### src/rtl/alu_cmd_ctrl_if.sv
// Bus bundle between the command front-end and its neighbours: UART RX bytes in,
// ALU operands/enable out, ALU result in, UART TX bytes out, plus the error pulse.
interface alu_cmd_ctrl_if #(
  parameter int unsigned DataWidth = 8,
  parameter int unsigned FunWidth  = 4
);

  // UART RX side
  logic [DataWidth-1:0]   rx_p_data;
  logic                   rx_d_vld;

  // ALU side
  logic [2*DataWidth-1:0] alu_out;
  logic                   out_valid;
  logic [FunWidth-1:0]    alu_fun;
  logic [DataWidth-1:0]   a;
  logic [DataWidth-1:0]   b;
  logic                   alu_en;

  // UART TX side
  logic                   tx_rdy;
  logic [DataWidth-1:0]   tx_p_data;
  logic                   tx_d_vld;

  // Protocol / timeout error pulse
  logic                   cmd_err;

  // Environment view: drives RX bytes, the ALU result and TX readiness.
  modport master (
    output rx_p_data, rx_d_vld, alu_out, out_valid, tx_rdy,
    input  alu_fun, a, b, alu_en, tx_p_data, tx_d_vld, cmd_err
  );

  // Controller view.
  modport slave (
    input  rx_p_data, rx_d_vld, alu_out, out_valid, tx_rdy,
    output alu_fun, a, b, alu_en, tx_p_data, tx_d_vld, cmd_err
  );

endinterface

### src/rtl/alu_cmd_ctrl.sv
// Command front-end for the ALU. Parses RX byte frames (CC,A,B,FUN or DD,FUN),
// runs one ALU operation per frame, captures the 16-bit result and streams it
// to TX low byte first. Protocol errors and ALU timeouts raise a one-cycle pulse.
module alu_cmd_ctrl #(
  parameter int unsigned    DataWidth   = 8,
  parameter int unsigned    FunWidth    = 4,
  parameter int unsigned    AluOutWidth = 2 * DataWidth,
  parameter int unsigned    Timeout     = 15,
  parameter logic [DataWidth-1:0] OpFull  = 8'hCC,
  parameter logic [DataWidth-1:0] OpNoper = 8'hDD
) (
  input logic          clk,
  input logic          rst,
  alu_cmd_ctrl_if.slave bus
);

  localparam int unsigned CntWidth = $clog2(Timeout + 1);

  typedef enum logic [2:0] {
    StIdle,
    StGetA,
    StGetB,
    StGetFun,
    StAluRun,
    StSendLo,
    StSendHi
  } state_e;

  state_e                 state_q, state_d;
  logic [DataWidth-1:0]   a_q, a_d;
  logic [DataWidth-1:0]   b_q, b_d;
  logic [FunWidth-1:0]    fun_q, fun_d;
  logic                   alu_en_q, alu_en_d;
  logic [AluOutWidth-1:0] result_q, result_d;
  logic [CntWidth-1:0]    cnt_q, cnt_d;
  logic                   tx_vld_q, tx_vld_d;
  logic [DataWidth-1:0]   tx_data_q, tx_data_d;
  logic                   err_q, err_d;

  // Upper bits of the function byte must be clear for a legal function code.
  logic fun_byte_bad;
  assign fun_byte_bad = |bus.rx_p_data[DataWidth-1:FunWidth];

  // Next-state and next-output computation for the frame/run/send sequence.
  always_comb begin
    state_d   = state_q;
    a_d       = a_q;
    b_d       = b_q;
    fun_d     = fun_q;
    alu_en_d  = alu_en_q;
    result_d  = result_q;
    cnt_d     = cnt_q;
    tx_vld_d  = tx_vld_q;
    tx_data_d = tx_data_q;
    err_d     = 1'b0;

    unique case (state_q)
      StIdle: begin
        if (bus.rx_d_vld) begin
          if (bus.rx_p_data == OpFull) begin
            state_d = StGetA;
          end else if (bus.rx_p_data == OpNoper) begin
            state_d = StGetFun;
          end else begin
            err_d = 1'b1;
          end
        end
      end

      StGetA: begin
        if (bus.rx_d_vld) begin
          a_d     = bus.rx_p_data;
          state_d = StGetB;
        end
      end

      StGetB: begin
        if (bus.rx_d_vld) begin
          b_d     = bus.rx_p_data;
          state_d = StGetFun;
        end
      end

      StGetFun: begin
        if (bus.rx_d_vld) begin
          if (fun_byte_bad) begin
            err_d   = 1'b1;
            state_d = StIdle;
          end else begin
            fun_d    = bus.rx_p_data[FunWidth-1:0];
            cnt_d    = '0;
            alu_en_d = 1'b1;
            state_d  = StAluRun;
          end
        end
      end

      StAluRun: begin
        // Stray RX bytes are dropped; only the error pulse is visible.
        if (bus.rx_d_vld) begin
          err_d = 1'b1;
        end
        // Capture has priority over the timeout on the same cycle.
        if (bus.out_valid) begin
          result_d  = bus.alu_out;
          alu_en_d  = 1'b0;
          tx_vld_d  = 1'b1;
          tx_data_d = bus.alu_out[DataWidth-1:0];
          state_d   = StSendLo;
        end else if (cnt_q == CntWidth'(Timeout - 1)) begin
          err_d    = 1'b1;
          alu_en_d = 1'b0;
          state_d  = StIdle;
        end else begin
          cnt_d = cnt_q + 1'b1;
        end
      end

      StSendLo: begin
        if (bus.rx_d_vld) begin
          err_d = 1'b1;
        end
        if (bus.tx_rdy) begin
          tx_data_d = result_q[AluOutWidth-1:DataWidth];
          state_d   = StSendHi;
        end
      end

      StSendHi: begin
        if (bus.rx_d_vld) begin
          err_d = 1'b1;
        end
        if (bus.tx_rdy) begin
          tx_vld_d = 1'b0;
          state_d  = StIdle;
        end
      end

      default: begin
        state_d = StIdle;
      end
    endcase
  end

  // State and output registers with synchronous active-high reset.
  always_ff @(posedge clk) begin
    if (rst) begin
      state_q   <= StIdle;
      a_q       <= '0;
      b_q       <= '0;
      fun_q     <= '0;
      alu_en_q  <= 1'b0;
      result_q  <= '0;
      cnt_q     <= '0;
      tx_vld_q  <= 1'b0;
      tx_data_q <= '0;
      err_q     <= 1'b0;
    end else begin
      state_q   <= state_d;
      a_q       <= a_d;
      b_q       <= b_d;
      fun_q     <= fun_d;
      alu_en_q  <= alu_en_d;
      result_q  <= result_d;
      cnt_q     <= cnt_d;
      tx_vld_q  <= tx_vld_d;
      tx_data_q <= tx_data_d;
      err_q     <= err_d;
    end
  end

  assign bus.a         = a_q;
  assign bus.b         = b_q;
  assign bus.alu_fun   = fun_q;
  assign bus.alu_en    = alu_en_q;
  assign bus.tx_d_vld  = tx_vld_q;
  assign bus.tx_p_data = tx_data_q;
  assign bus.cmd_err   = err_q;

endmodule

### src/flat_wrapper.sv
// flat-port wrapper written by rule: the top's interface ports become plain ports
module alu_cmd_ctrl_flat 
#(
  parameter int unsigned    DataWidth   = 8,
  parameter int unsigned    FunWidth    = 4,
  parameter int unsigned    AluOutWidth = 2 * DataWidth,
  parameter int unsigned    Timeout     = 15,
  parameter logic [DataWidth-1:0] OpFull  = 8'hCC,
  parameter logic [DataWidth-1:0] OpNoper = 8'hDD
)
  (clk, rst, bus_rx_p_data, bus_rx_d_vld, bus_alu_out, bus_out_valid, bus_tx_rdy, bus_alu_fun, bus_a, bus_b, bus_alu_en, bus_tx_p_data, bus_tx_d_vld, bus_cmd_err);
  alu_cmd_ctrl_if #(.DataWidth(DataWidth), .FunWidth(FunWidth)) bus_i ();
  input logic clk;
  input logic rst;
  input wire logic [$bits(bus_i.rx_p_data)-1:0] bus_rx_p_data;
  input wire logic [$bits(bus_i.rx_d_vld)-1:0] bus_rx_d_vld;
  input wire logic [$bits(bus_i.alu_out)-1:0] bus_alu_out;
  input wire logic [$bits(bus_i.out_valid)-1:0] bus_out_valid;
  input wire logic [$bits(bus_i.tx_rdy)-1:0] bus_tx_rdy;
  output wire logic [$bits(bus_i.alu_fun)-1:0] bus_alu_fun;
  output wire logic [$bits(bus_i.a)-1:0] bus_a;
  output wire logic [$bits(bus_i.b)-1:0] bus_b;
  output wire logic [$bits(bus_i.alu_en)-1:0] bus_alu_en;
  output wire logic [$bits(bus_i.tx_p_data)-1:0] bus_tx_p_data;
  output wire logic [$bits(bus_i.tx_d_vld)-1:0] bus_tx_d_vld;
  output wire logic [$bits(bus_i.cmd_err)-1:0] bus_cmd_err;
  assign bus_i.rx_p_data = bus_rx_p_data;
  assign bus_i.rx_d_vld = bus_rx_d_vld;
  assign bus_i.alu_out = bus_alu_out;
  assign bus_i.out_valid = bus_out_valid;
  assign bus_i.tx_rdy = bus_tx_rdy;
  assign bus_alu_fun = bus_i.alu_fun;
  assign bus_a = bus_i.a;
  assign bus_b = bus_i.b;
  assign bus_alu_en = bus_i.alu_en;
  assign bus_tx_p_data = bus_i.tx_p_data;
  assign bus_tx_d_vld = bus_i.tx_d_vld;
  assign bus_cmd_err = bus_i.cmd_err;
  alu_cmd_ctrl #(.DataWidth(DataWidth), .FunWidth(FunWidth), .AluOutWidth(AluOutWidth), .Timeout(Timeout), .OpFull(OpFull), .OpNoper(OpNoper)) u_core (.clk(clk), .rst(rst), .bus(bus_i));
endmodule
### config.mk
export PLATFORM = sky130hd
export DESIGN_NAME = alu_cmd_ctrl_flat
export DESIGN_NICKNAME = d
export VERILOG_FILES = /design/src/rtl/alu_cmd_ctrl_if.sv /design/src/rtl/alu_cmd_ctrl.sv /design/src/flat_wrapper.sv
export SDC_FILE = /design/constraint.sdc
export NUM_CORES = 1
export LEC_CHECK = 0
export CORE_ASPECT_RATIO = 1.2
export CORE_MARGIN = 5
export CORE_UTILIZATION = 33
export CTS_CLUSTER_DIAMETER = 40
export DETAILED_ROUTE_END_ITERATION = 10
export PLACE_DENSITY = 0.58
export SLEW_MARGIN = 20
export SYNTH_ARGS = -nofsm -noshare
export SYNTH_HDL_FRONTEND = slang
export SYNTH_SLANG_ARGS = --single-unit
### constraint.sdc
create_clock -name clk -period 2.2 [get_ports clk]
set_clock_uncertainty 0.15 [all_clocks]
set_input_delay 0.44 -clock clk [delete_from_list [all_inputs] [get_ports clk]]
set_output_delay 0.44 -clock clk [all_outputs]
set_load 0.03 [all_outputs]
==> impl_results.rst, run 1 <==
.. list-table::
   :header-rows: 1

   * - Metric
     - Value
   * - Result of the run
     - completed
   * - Count of state elements after synthesis
     - 46
   * - Total CTS buffers
     - 5
   * - Depth of the most critical reg-to-reg path
     - 4
   * - Total of max-cap violations
     - 0
   * - Ys flop type
     - dfxtp_1
   * - Non-filler instance count after layout
     - 383
   * - Net Count, Synth
     - 258
   * - Worst min-delay path endpoint
     - u_core.bus.alu_en$_SDFFE_PP0P_
   * - Final hold violation count
     - 0
   * - Number of synthesized flops with an enable pin
     - 0
   * - Total via count in the routed design
     - 1851
   * - Biggest cell delay along the critical path
     - 480 ps
   * - Net count reported at finish
     - 331
   * - Count of input and output buffers
     - 59
   * - Post-DRT Antenna Nets
     - 0
   * - Total track usage
     - 14.13%
   * - Maximum achievable frequency
     - 484.8 MHz
   * - Setup bufs post-CTS
     - 0
   * - Synthesis-to-layout area growth
     - 45.12%
   * - Synthesized cell area
     - 2063 µm²
   * - Placed wire-length estimate after detailed placement
     - 3985 µm
   * - Worst slew pin tran
     - 606.4 ps
   * - Number of synthesis warnings
     - 0
   * - Flip-flop and latch area
     - 920.9 µm²
   * - Final min period
     - 2063 ps
   * - Global-route wire length before repair
     - 8935 µm
   * - DRC violations left
     - 0
   * - Peak supply drop
     - 0.3446 mV
   * - Via density per instance
     - 4.833
   * - Routed WL per cell
     - 13.94 µm
   * - Clock transition at the registers of the reported paths
     - 80 ps
   * - Worst hold path cell count
     - 2
   * - Worst hold path class
     - reg -> reg
   * - Worst max-slew margin expressed relative to the limit
     - 59.57%
   * - Starting Density
     - 34.10%
   * - Max-slew violations
     - 0
   * - Area of combinational cells with multiple inputs
     - 1051 µm²
   * - Post-Place Setup Slack
     - -168.1 ps
   * - Area of the core
     - 6051 µm²
   * - Unrepaired setup endpoints after global routing
     - no
   * - Crit start category
     - input port
   * - Total routed wirelength
     - 5338 µm
   * - Initial antenna violation count
     - 0
   * - Share of flip-flops with an asynchronous set or reset
     - 0%
   * - Origin of the critical flop-to-flop path
     - u_core.state_q[2]$_SDFFE_PP0P_
   * - Power, Total
     - 1641 µW
   * - Peak fanout along the critical path
     - 4
   * - Final worst slack
     - 137.5 ps
   * - I/O pin total
     - 60
   * - Clock network latency to the later pin of the worst-skew pair
     - 300 ps
   * - Worst setup path startpoint
     - bus_rx_p_data[4]
   * - Dominant cells by area after synthesis
     - dfxtp_1 (45%), mux2i_1 (14%), nor2_1 (6.4%), a21oi_1 (3.6%), nand2_1 (3.6%)
   * - Largest area contributor in the netlist
     - dfxtp_1
   * - Number of gates resized after CTS
     - 0
   * - # rows
     - 31
   * - Die H
     - 96.62 µm
   * - TritonCTS clock tree
     - built
   * - Part of the Yosys area used for sequential elements
     - 44.63%
   * - Cell leakage power
     - 0.001120 µW
   * - Family of cells with the greatest summed delay on the critical path
     - simple AND/OR/NAND/NOR gates
   * - Post-Syn Area per Cell
     - 9.089 µm²
   * - Number of global-route vias before repair
     - 1860
   * - Placed Instances
     - 375
   * - Quantity of hold-fixing buffers added after cts
     - 0
   * - Die area
     - 7940 µm²
   * - Count of fill cells added during filler insertion
     - 625
   * - CTS H-tree lvls
     - 2
   * - Setup violators final
     - 0
   * - Cell-by-cell listing of the critical path
     - clkdlybuf4s50_1 > nor4_1 > buf_4 > a2bb2oi_2 > or4_1 > a21oi_1
   * - Category of the worst setup path capture point
     - register
   * - Distinct cell type count after synthesis
     - 43
   * - Required time worst endpoint
     - 2280 ps
   * - Maximum number of buffers from clock root to sink
     - 2
   * - Beginning of the worst hold path
     - u_core.bus.alu_en$_SDFFE_PP0P_
   * - Proportion of layout cells with a drive suffix above 1
     - 12.62%
   * - Crit share post-route
     - 93.75%
   * - Final weighted congestion in routability-driven placement
     - 0.8071
   * - Residual overflow from global routing
     - 0
   * - Worst reg2reg setup slack
     - 360 ps
   * - Number of buffer and inverter stages on the critical path
     - 2
   * - Standard cell with the maximum stage delay on the critical path
     - clkdlybuf4s50_1
   * - Iteration-0 DRC count of the detailed router
     - 51
   * - Number of clock sinks
     - 46
   * - Reg-to-reg endpoint
     - u_core.cnt_q[1]$_SDFFE_PP0P_
   * - Power per cell area
     - 548.1 nW/µm²
   * - Post-synthesis cell count
     - 227
   * - Worst setup path category
     - in -> reg
   * - Chip Width
     - 82.18 µm
   * - Cell at the root of the clock tree
     - clkbuf_8
   * - Diodes inserted
     - 0
   * - Largest net degree at the start of global routing
     - 46
   * - Crit path DAT
     - 2140 ps
   * - Area share of the largest cell type after synthesis
     - 44.63%
   * - First-pass iteration count of the detailed router
     - 4
synthesized netlist by cell type, drive strengths merged, types with 2 or more instances:
library cell / n
dfxtp: 46
nor2: 35
mux2i: 28
nand2: 20
a21oi: 15
a211oi: 8
clkbuf: 8
buf: 7
inv: 7
nand3: 4
o21ai: 4
o31ai: 4
or4: 4
nand3b: 3
nor2b: 3
nor4: 3
a2bb2oi: 2
a31oi: 2
ha: 2
nor3: 2
o31a: 2
how the worst max path moves through the flow:
stage          slack [ps]                           end  cells past startpoint
2_1_floorplan         360  u_core.cnt_q[1]$_SDFFE_PP0P_                      4
3_3_place_gp         -150  u_core.cnt_q[1]$_SDFFE_PP0P_                      6
3_5_place_dp         -170  u_core.cnt_q[1]$_SDFFE_PP0P_                      6
4_1_cts               150  u_core.cnt_q[1]$_SDFFE_PP0P_                      6
5_1_grt                50  u_core.cnt_q[1]$_SDFFE_PP0P_                      7
6_report              140  u_core.cnt_q[1]$_SDFFE_PP0P_                      6
layer usage:
layer / up-vias / global-route usage, % / part of all wire, % / routed length (µm)
li1: 952 / - / - / -
met1: 850 / 16.45 / 40 / 2158
met2: 44 / 23.33 / 51 / 2697
met3: 5 / 6.134 / 8.2 / 438
met4: 0 / 3.453 / 0.82 / 44
met5: - / 0 / 0 / 0
sequential cells by signal, indices dropped and copies added, names as in the netlist:
| register | cells |
|---|---|
| u_core.bus.tx_p_data | 8 |
| u_core.bus.a | 8 |
| u_core.state_q | 3 |
| u_core.cnt_q | 4 |
| u_core.bus.b | 8 |
| u_core.bus.alu_en | 1 |
| u_core.bus.tx_d_vld | 1 |
| u_core.bus.alu_fun | 4 |
| u_core.bus.cmd_err | 1 |
| u_core.result_q | 8 |
worst reg2reg max path, cell delays in order (launching register included):
cell and delay (ps):
dfxtp_1 340, or3b_1 490, a2bb2oi_2 180, or4_1 460, a21oi_1 140
per-stage QoR:
step | setup TNS, ps | hold WS, ps | cell area, µm² | util, %
final | 0 | 301.4 | 2994 | 49.48
after global routing | 0 | 334.0 | 2994 | 49.48
after CTS | 0 | 309.5 | 2994 | 49.48
after detailed placement | -546.0 | 296.1 | 2882 | 47.62
after global placement | -315.9 | 293.9 | 2882 | 47.62
after floorplan | 0 | 285.7 | 2063 | -
where the power goes:
group	total (µW)	switching (µW)	internal (µW)	leakage, µW
registers	841	3.24	838	0.000371
clock network	644	304	341	0.0000585
logic	155	68.6	86.9	0.000691
total	1640	375	1270	0.00112
cell usage in the layout (no fill, tap or decap), drive strengths merged, types with 2 or more instances in the layout:
cell,instances
clkdlybuf4s50,59
dfxtp,46
nor2,35
mux2i,28
buf,22
nand2,20
a21oi,15
a211oi,8
inv,8
clkbuf,5
nand3,4
o31ai,4
or4,4
o21ai,4
nand3b,3
nor2b,3
nor4,3
o31a,2
nor3,2
a31oi,2
ha,2
a2bb2oi,2
area by class of cell:
class	instances	share of cell area [%]
multi-input cells	159	35.10
flip-flops and latches	46	30.76
repair buffers	81	26.08
well taps	82	3.427
clock buffers	5	2.298
clock inverters	3	1.463
inverters	7	0.8776
logic make-up after synthesis:
| kind of cell | count (synthesis) | synth area share, % |
|---|---|---|
| AOI/OAI and AO/OA | 45 | 15.22 |
| DFF | 46 | 44.63 |
| buffers and inverters | 22 | 4.730 |
| and+or+nand+nor | 83 | 20.20 |
| muxes | 28 | 13.58 |
| adders and majority gates | 2 | 1.213 |
| xor gates and xnor gates | 1 | 0.4246 |
(Power assumes the default switching activity.)
==> run 2, diff against run 1 <==
--- a/config.mk
+++ b/config.mk
@@ -10,6 +10,7 @@
 export CORE_UTILIZATION = 33
 export CTS_CLUSTER_DIAMETER = 40
 export DETAILED_ROUTE_END_ITERATION = 10
+export GPL_TIMING_DRIVEN = 0
 export PLACE_DENSITY = 0.58
 export SLEW_MARGIN = 20
 export SYNTH_ARGS = -nofsm -noshare
==> run 2 against run 1 <==
  * Via count down 2.1%
  * Sequential power about the same
  * Sequential cell count unchanged
  * Non-clock buffer count down 5
  * Final area down 4.0%
  * Sequential share of layout area up 1.3 points
  * Die area unchanged
  * First-iteration DRC count down 3.9%
  * Wire length up 1.6%
  * Register-to-register slack worse by 170 ps
  * Critical endpoint is now u_core.state_q[0]$_SDFFE_PP0P_
  * Highest routed layer unchanged
==> impl_results.rst, run 2 (synthesis results as in run 1) <==
.. list-table::
   :header-rows: 1

   * - Metric
     - Value
   * - Result of the run
     - completed
   * - Crit share post-route
     - 94.49%
   * - Quantity of hold-fixing buffers added after cts
     - 0
   * - Clock network latency to the later pin of the worst-skew pair
     - 300 ps
   * - Die H
     - 96.62 µm
   * - Largest net degree at the start of global routing
     - 16
   * - Final hold violation count
     - 0
   * - First-pass iteration count of the detailed router
     - 4
   * - Diodes inserted
     - 0
   * - Worst hold path class
     - reg -> reg
   * - Post-DRT Antenna Nets
     - 0
   * - Worst slew pin tran
     - 505.0 ps
   * - TritonCTS clock tree
     - built
   * - Fin Hold WS
     - 306.4 ps
   * - Starting Density
     - 34.10%
   * - Post-Route Setup TNS
     - 0 ps
   * - Proportion of layout cells with a drive suffix above 1
     - 8.784%
   * - Total CTS buffers
     - 5
   * - Count of input and output buffers
     - 58
   * - Peak supply drop
     - 0.2322 mV
   * - CTS H-tree lvls
     - 2
   * - Category of the worst setup path capture point
     - register
   * - Power per cell area
     - 524.8 nW/µm²
   * - Placed Instances
     - 367
   * - Setup violators final
     - 0
   * - Worst setup path category
     - in -> reg
   * - I/O pin total
     - 60
   * - Iteration-0 DRC count of the detailed router
     - 49
   * - Worst max-slew margin expressed relative to the limit
     - 66.33%
   * - Maximum achievable frequency
     - 481.0 MHz
   * - Total track usage
     - 14.42%
   * - Chip Width
     - 82.18 µm
   * - Final weighted congestion in routability-driven placement
     - 0.7465
   * - Area of combinational cells with multiple inputs
     - 1060 µm²
   * - Total via count in the routed design
     - 1813
   * - # rows
     - 31
   * - Cell at the root of the clock tree
     - clkbuf_8
   * - Crit path DAT
     - 2160 ps
   * - Number of global-route vias before repair
     - 1831
   * - Initial antenna violation count
     - 0
   * - Maximum number of buffers from clock root to sink
     - 2
   * - Total non-filler cell area in the finished layout
     - 2874 µm²
   * - Synthesis-to-layout area growth
     - 39.30%
   * - Final min period
     - 2079 ps
   * - Number of clock sinks
     - 46
   * - Instance area after placement
     - 2746 µm²
   * - Cell leakage power
     - 0.001064 µW
   * - Crit start category
     - input port
   * - Non-filler instance count after layout
     - 378
   * - Commonest non-fill, non-tap cells in the layout
     - clkdlybuf4s50_1 (57), dfxtp_1 (46), nor2_1 (35)
   * - Via density per instance
     - 4.796
   * - Die area
     - 7940 µm²
   * - Commonest non-fill, non-tap cell in the layout
     - clkdlybuf4s50_1
   * - Clock transition at the registers of the reported paths
     - 90 ps
   * - Unrepaired setup endpoints after global routing
     - no
   * - Total routed wirelength
     - 5424 µm
   * - Required time worst endpoint
     - 2280 ps
   * - Residual overflow from global routing
     - 0
   * - Global-route wire length before repair
     - 9011 µm
   * - Net count reported at finish
     - 326
   * - Count of fill cells added during filler insertion
     - 616
   * - Peak fanout along the critical path
     - 4
   * - Flip-flop and latch area
     - 920.9 µm²
   * - Max-slew violations
     - 0
   * - Routed WL per cell
     - 14.35 µm
   * - Total of max-cap violations
     - 0
   * - Area of the core
     - 6051 µm²
   * - DRC violations left
     - 0
   * - Placed wire-length estimate after detailed placement
     - 4049 µm
-- run 2: layout make-up --
class / instances / area share [%]
plain buffers: 15 / 2.481
clock buffers: 5 / 2.394
clock inverters: 3 / 0.6530
inverters: 7 / 0.9142
multi-input cells: 159 / 36.87
flip-flops and latches: 46 / 32.04
well taps: 82 / 3.570
repair buffers: 61 / 21.07
-- run 2: per-layer routing --
metal | part of all wire (%) | global-route usage, % | vias to the layer above
li1 | - | - | 935
met1 | 41 | 17.04 | 823
met2 | 49 | 23.52 | 49
met4 | 1.2 | 4.220 | 0
met3 | 8.4 | 5.762 | 6
met5 | 0 | 0 | -
-- run 2: metrics by stage --
| stage | power (µW) | setup WS (ps) | utilization [%] |
|---|---|---|---|
| after detailed placement | 1002 | -501.9 | 45.39 |
| after CTS | 1536 | 24.71 | 46.94 |
| after floorplan | 917.2 | 357.3 | - |
| final | 1508 | 121.1 | 47.50 |
| after global routing | 1585 | 68.69 | 47.50 |
| after global placement | 1003 | -457.5 | 45.39 |
-- run 2: what timing repair did --
item / in CTS / in global routing
gates resized for setup: 1 / 2
setup buffers: 0 / 3
setup endpoints to repair: 6 / 12
pin swaps: 0 / 3
endpoints found under the hold margin: 0 / 0
-- run 2: power breakdown --
part / switching (µW) / internal (µW)
Clock: 300 / 224
Sequential: 3.52 / 838
Combinational: 69.6 / 73.0
Total: 373 / 1140
-- run 2: critical path, stage by stage --
cell and delay, ps:
clkdlybuf4s50_1 550, nand4b_1 210, o41a_1 410, or4_1 400
a31oi_1 130
-- run 2: final timing paths --
kind                                                startpoint                                    to  slack (ps)  cells after the start
worst max-delay path                          bus_rx_p_data[3]        u_core.state_q[0]$_SDFFE_PP0P_         120                      5
worst min-delay path            u_core.bus.alu_en$_SDFFE_PP0P_        u_core.bus.alu_en$_SDFFE_PP0P_         310                      2
worst max register to register  u_core.state_q[1]$_SDFFE_PP0P_  u_core.bus.tx_p_data[5]$_SDFFE_PP0P_         190                      7
worst min register to register  u_core.bus.alu_en$_SDFFE_PP0P_        u_core.bus.alu_en$_SDFFE_PP0P_         310                      2
